File: src/rtl/mul_arbiter_if.sv
// Purpose : handshake/operand/result bundle between two requesters and mul_arbiter.
// Latency : n/a (wires only).
// Backpressure: requesters hold req and operands until the matching ack pulse.
//
// Ports (all inside the interface):
//   req0/req1   requester -> arbiter, held high until ack
//   a0/b0,a1/b1 requester -> arbiter, unsigned operands (SIZE bits)
//   ack0/ack1   arbiter -> requester, one-cycle operand-capture pulse
//   done0/done1 arbiter -> requester, one-cycle result-ready pulse
//   result      arbiter -> requester, 2*SIZE-bit product of last completed op
//   busy, owner arbiter status
interface mul_arbiter_if #(
  parameter int SIZE = 8
);
  logic              req0;
  logic              req1;
  logic [SIZE-1:0]   a0;
  logic [SIZE-1:0]   b0;
  logic [SIZE-1:0]   a1;
  logic [SIZE-1:0]   b1;
  logic              ack0;
  logic              ack1;
  logic              done0;
  logic              done1;
  logic [2*SIZE-1:0] result;
  logic              busy;
  logic              owner;

  modport master (
    output req0, req1, a0, b0, a1, b1,
    input  ack0, ack1, done0, done1, result, busy, owner
  );

  modport slave (
    input  req0, req1, a0, b0, a1, b1,
    output ack0, ack1, done0, done1, result, busy, owner
  );
endinterface

File: src/rtl/mul_arbiter.sv
// Purpose : two-requester arbiter sharing one iterative shift-add multiplier.
// Latency : ack one cycle after the granting edge; done exactly SIZE cycles after ack.
// Backpressure: one op in flight; requests seen while busy are simply not acked.
//
// Ports: clk, rst (async, active-high), bus (mul_arbiter_if.slave).
// Optional build macro MUL_ARBITER_FIXED_PRIORITY_EN: when defined, requester 0
// always wins a tie; otherwise ties alternate round-robin against owner.
module mul_arbiter #(
  parameter int SIZE = 8
) (
  input  logic         clk,
  input  logic         rst,
  mul_arbiter_if.slave bus
);

  localparam int RW = 2 * SIZE;
  localparam int CW = $clog2(SIZE + 1);

  typedef enum logic [1:0] {
    IDLE = 2'd0,
    RUN  = 2'd1,
    DONE = 2'd2
  } state_t;

  state_t          state_q, state_d;
  logic            owner_q, owner_d;
  logic [RW-1:0]   mcand_q, mcand_d;   // multiplicand, shifted left each RUN edge
  logic [SIZE-1:0] mplier_q, mplier_d; // multiplier, shifted right each RUN edge
  logic [CW-1:0]   cnt_q, cnt_d;
  logic [RW-1:0]   acc_q, acc_d;
  logic [RW-1:0]   result_q, result_d;
  logic            ack0_q, ack0_d;
  logic            ack1_q, ack1_d;
  logic            done0_q, done0_d;
  logic            done1_q, done1_d;

  logic            any_req;
  logic            grant;
  logic [RW-1:0]   acc_add;

  assign any_req = bus.req0 | bus.req1;
  // Accumulator value after processing the current multiplier LSB.
  assign acc_add = mplier_q[0] ? (acc_q + mcand_q) : acc_q;

  always_comb begin
    grant = 1'b0;
`ifdef MUL_ARBITER_FIXED_PRIORITY_EN
    grant = bus.req0 ? 1'b0 : 1'b1;
`else
    // On a tie, hand the multiplier to whoever did not have it last.
    if (bus.req0 && bus.req1) begin
      grant = ~owner_q;
    end else begin
      grant = bus.req0 ? 1'b0 : 1'b1;
    end
`endif
  end

  always_comb begin
    state_d  = state_q;
    owner_d  = owner_q;
    mcand_d  = mcand_q;
    mplier_d = mplier_q;
    cnt_d    = cnt_q;
    acc_d    = acc_q;
    result_d = result_q;
    ack0_d   = 1'b0;
    ack1_d   = 1'b0;
    done0_d  = 1'b0;
    done1_d  = 1'b0;

    case (state_q)
      IDLE: begin
        if (any_req) begin
          owner_d  = grant;
          mcand_d  = {{SIZE{1'b0}}, (grant ? bus.a1 : bus.a0)};
          mplier_d = grant ? bus.b1 : bus.b0;
          cnt_d    = '0;
          acc_d    = '0;
          ack0_d   = ~grant;
          ack1_d   = grant;
          state_d  = RUN;
        end
      end
      RUN: begin
        acc_d    = acc_add;
        mcand_d  = mcand_q << 1;
        mplier_d = mplier_q >> 1;
        cnt_d    = cnt_q + 1'b1;
        // Last bit: publish the product so it is visible alongside done.
        if (cnt_q == CW'(SIZE - 1)) begin
          state_d  = DONE;
          result_d = acc_add;
          done0_d  = ~owner_q;
          done1_d  = owner_q;
        end
      end
      DONE: begin
        state_d = IDLE;
      end
      default: begin
        state_d = IDLE;
      end
    endcase
  end

  always_ff @(posedge clk or posedge rst) begin
    if (rst) begin
      state_q  <= IDLE;
      owner_q  <= 1'b1;  // requester 0 wins the first tie
      mcand_q  <= '0;
      mplier_q <= '0;
      cnt_q    <= '0;
      acc_q    <= '0;
      result_q <= '0;
      ack0_q   <= 1'b0;
      ack1_q   <= 1'b0;
      done0_q  <= 1'b0;
      done1_q  <= 1'b0;
    end else begin
      state_q  <= state_d;
      owner_q  <= owner_d;
      mcand_q  <= mcand_d;
      mplier_q <= mplier_d;
      cnt_q    <= cnt_d;
      acc_q    <= acc_d;
      result_q <= result_d;
      ack0_q   <= ack0_d;
      ack1_q   <= ack1_d;
      done0_q  <= done0_d;
      done1_q  <= done1_d;
    end
  end

  assign bus.ack0   = ack0_q;
  assign bus.ack1   = ack1_q;
  assign bus.done0  = done0_q;
  assign bus.done1  = done1_q;
  assign bus.result = result_q;
  assign bus.busy   = (state_q != IDLE);
  assign bus.owner  = owner_q;

endmodule
File: src/flat_wrapper.sv
// flat-port wrapper written by rule: the top's interface ports become plain ports
module mul_arbiter_flat 
#(
  parameter int SIZE = 8
)
  (clk, rst, bus_req0, bus_req1, bus_a0, bus_b0, bus_a1, bus_b1, bus_ack0, bus_ack1, bus_done0, bus_done1, bus_result, bus_busy, bus_owner);
  mul_arbiter_if #(.SIZE(SIZE)) bus_i ();
  input  logic clk;
  input  logic rst;
  input wire logic [$bits(bus_i.req0)-1:0] bus_req0;
  input wire logic [$bits(bus_i.req1)-1:0] bus_req1;
  input wire logic [$bits(bus_i.a0)-1:0] bus_a0;
  input wire logic [$bits(bus_i.b0)-1:0] bus_b0;
  input wire logic [$bits(bus_i.a1)-1:0] bus_a1;
  input wire logic [$bits(bus_i.b1)-1:0] bus_b1;
  output wire logic [$bits(bus_i.ack0)-1:0] bus_ack0;
  output wire logic [$bits(bus_i.ack1)-1:0] bus_ack1;
  output wire logic [$bits(bus_i.done0)-1:0] bus_done0;
  output wire logic [$bits(bus_i.done1)-1:0] bus_done1;
  output wire logic [$bits(bus_i.result)-1:0] bus_result;
  output wire logic [$bits(bus_i.busy)-1:0] bus_busy;
  output wire logic [$bits(bus_i.owner)-1:0] bus_owner;
  assign bus_i.req0 = bus_req0;
  assign bus_i.req1 = bus_req1;
  assign bus_i.a0 = bus_a0;
  assign bus_i.b0 = bus_b0;
  assign bus_i.a1 = bus_a1;
  assign bus_i.b1 = bus_b1;
  assign bus_ack0 = bus_i.ack0;
  assign bus_ack1 = bus_i.ack1;
  assign bus_done0 = bus_i.done0;
  assign bus_done1 = bus_i.done1;
  assign bus_result = bus_i.result;
  assign bus_busy = bus_i.busy;
  assign bus_owner = bus_i.owner;
  mul_arbiter #(.SIZE(SIZE)) u_core (.clk(clk), .rst(rst), .bus(bus_i));
endmodule
File: config.mk
export PLATFORM = sky130hd
export DESIGN_NAME = mul_arbiter_flat
export DESIGN_NICKNAME = d
export VERILOG_FILES = /design/src/rtl/mul_arbiter_if.sv /design/src/rtl/mul_arbiter.sv /design/src/flat_wrapper.sv
export SDC_FILE = /design/constraint.sdc
export NUM_CORES = 1
export LEC_CHECK = 0
export CAP_MARGIN = 25
export CORE_AREA = 2 2 78 80
export CTS_CLUSTER_DIAMETER = 120
export DETAILED_ROUTE_END_ITERATION = 10
export DIE_AREA = 0 0 80 82
export DONT_BUFFER_PORTS = 1
export PLACE_DENSITY = 0.85
export SETUP_SLACK_MARGIN = 0.5
export SYNTH_ARGS = -nofsm -noshare
export SYNTH_HDL_FRONTEND = slang
export SYNTH_SLANG_ARGS = --single-unit
File: constraint.sdc
create_clock -name clk -period 5.5 [get_ports clk]
set_input_delay 1.375 -clock clk [delete_from_list [all_inputs] [get_ports clk]]
set_output_delay 1.375 -clock clk [all_outputs]
set_load 0.05 [all_outputs]
==> reports/qor.yml <==
ctsHoldBuffers: 0
wl_microns: 7660
grt.busiest_layer: "met2"
grt_overflow: 0
syn_area_sq_mm: 0.00364
grt_first_pass_wirelength_microns: 12600
die_w_microns: 80
vias: 2814
initial_core_util: 0.633
seq_power_share: 0.422
grt_pass1_vias: 2645
wl_per_cell_microns: 16.7
skew_ns: 0.0114
ios: 58
max_freq_ghz: 0.373
report.power.total_mw: 2.56
p_clk_frac: 0.175
min_period_ns: 2.68
numClockSinks: 67
p_sw_mw: 1.19
intPower_mw: 1.37
antennaDiodeCount: 0
core_area_sq_mm: 0.00575
p_sw_frac: 0.465
clk_path_buf_depth: 2
rsz0062_at_grt: "no"
clk_root_buffer_cell: "clkbuf_8"
vias_per_cell: 6.12
areaGrowthSynthToFinish_pct: 7.12
die_y_microns: 82
crit_fanout: 4
nFillCells: 473
synth_seq_cells: 67
final_hold_viol_count: 0
routabilityCongestion: 0.935
cts_tree: "yes"
met3_usage: 0.0484
p_per_area_mw_per_mm2: 658
max-cap-violations: 0
synthCells: 385
tightest_slew_ns: 0.832
p_leak_nw: 1.86
status: "finished, final reports clean"
synth_largest_area_cell: "dfrtp_1"
finalSetupViolCount: 0
use_met2: 0.392
gr-usage-met1: 0.356
yosysTopAreaCellShare: 0.454
layout_common_cells: "dfrtp_1 (66), nand2_1 (51), o21ai_0 (41)"
synth_edf_count: 0
final_max_slew_viol_count: 0
cp.arrival_ns: 2.93
r2r_slack_ns: 2.82
seq_area_sq_mm: 0.00168
post_cts_resized: 0
fin_nets: 433
track_usage: 0.254
cts_buffers: 9
slew_headroom: 0.445
dp_slack_ns: 2.61
syn_nets: 438
yosys_warnings: 0
fp.dieArea_sq_mm: 0.00656
yosys-top-cells-area: "dfrtp_1 (45%), mux2i_1 (6.1%), o21ai_0 (5.6%), ha_1 (5.5%), nand2_1 (5.3%)"
worstSetupStartpointType: "flop"
async_flop_share: 1.00
synth_ff_type: "dfrtp_1"
rows: 28
drt_iter0_drc: 147
ant_nets: 0
final_common_cell: "dfrtp_1"
post_cts_buffers: 0
numPortBuffers: 0
critPathCaptureType: "flop"
combPwrFrac: 0.403
fin_tns_setup_ns: 0
multi_input_area_sq_mm: 0.00184
cp_data_required_time_ns: 5.75
synth_area_per_cell_sq_um: 9.44
peakVddDrop_mv: 0.284
cts.clk_slew.worst_paths_ns: 0.07
post-route-period-util: 0.487
dp_hpwl_microns: 5460
yosysSeqAreaShare: 0.461
drc: 0
drive_gt1_frac: 0.0701
worst_slack_ns: 2.82
antenna_found_initial: 0
clkLatencyLatePin_ns: 0.34
hold_class: "flop to flop"
cts_max_level: 3
crit_type: "flop to flop"
synth.distinct_cells: 48
grt_start_max_net_pins: 68
drtPass1Iterations: 5
[sequential cells by signal, indices dropped and copies added, names as in the netlist]
signal,cells
u_core.bus.done1,1
u_core.mplier_q,8
u_core.bus.done0,1
u_core.bus.ack0,1
u_core.state_q,2
u_core.mcand_q,16
u_core.bus.owner,1
u_core.acc_q,16
u_core.bus.ack1,1
u_core.bus.result,16
u_core.cnt_q,4
[critical path: stages, from the launching register on]
cell	delay, ns
dfrtp_1	0.42
ha_1	0.22
fa_1	0.40
a21o_1	0.20
a221oi_2	0.37
o22ai_1	0.22
a221o_2	0.44
mux2i_1	0.13
a211oi_1	0.19
[stage by stage]
stage	instance area, sq um	hold WS, ns	util	cells
6_report	3890	0.489	0.678	460
4_1_cts	3890	0.493	0.678	460
3_5_place_dp	3680	0.476	0.640	444
2_1_floorplan	3640	0.450	-	385
5_1_grt	3890	0.515	0.678	460
3_3_place_gp	3680	0.469	0.640	444
[logic make-up (layout without fill, tap and decap cells)]
group / after synthesis / in the layout / share of synthesized area
AO/OA/AOI/OAI: 125 / 125 / 0.218
multiplexers: 23 / 23 / 0.0637
adder cells (fa/ha/maj): 17 / 17 / 0.0606
XOR/XNOR: 11 / 11 / 0.0265
flip-flops: 67 / 67 / 0.461
buffers and inverters: 30 / 30 / 0.0330
AND/OR/NAND/NOR: 112 / 112 / 0.137
[final cells by class]
cell class	count	area share
multi-input cells	288	0.473
flip-flops and latches	67	0.431
clock buffers	12	0.0373
well taps	75	0.0241
clock inverters	4	0.0190
inverters	11	0.0106
repair buffers	3	0.00578
[power groups by stage]
stage               registers, mW  logic [mW]  clock network [mW]
floorplan                    1.02       0.863                   0
global placement             1.08       0.996                   0
detailed placement           1.09        1.03                   0
CTS                          1.08        1.03               0.456
global route                 1.11        1.17               0.476
finish                       1.08        1.03               0.449
[cell usage after synthesis, types with 5 or more instances]
library cell / number
a22o_1: 17
a21o_1: 5
dfrtp_1: 66
nor2_1: 27
and3_1: 7
a21oi_1: 33
nand2_1: 51
xnor2_1: 8
ha_1: 16
clkbuf_1: 12
nand3_1: 5
mux2i_1: 22
o21ai_0: 41
nor3_1: 7
inv_1: 11
[worst paths after layout]
path,cells after the start,from,to
hold / removal,2,u_core.mplier_q[4],u_core.mplier_q[4]
hold reg to reg,2,u_core.mplier_q[4],u_core.mplier_q[4]
max in group asynchronous,2,rst,u_core.cnt_q[0]
setup reg to reg,8,u_core.mcand_q[0],u_core.bus.result[12]
min in group asynchronous,2,rst,u_core.cnt_q[2]
setup / recovery,8,u_core.mcand_q[0],u_core.bus.result[12]
[routing by layer]
metal | routed length (microns) | share of wire
met1 | 3620 | 0.47
met2 | 3650 | 0.48
met3 | 304 | 0.040
met4 | 92 | 0.012
met5 | 0 | 0
Power figures use the tool's default switching activity.
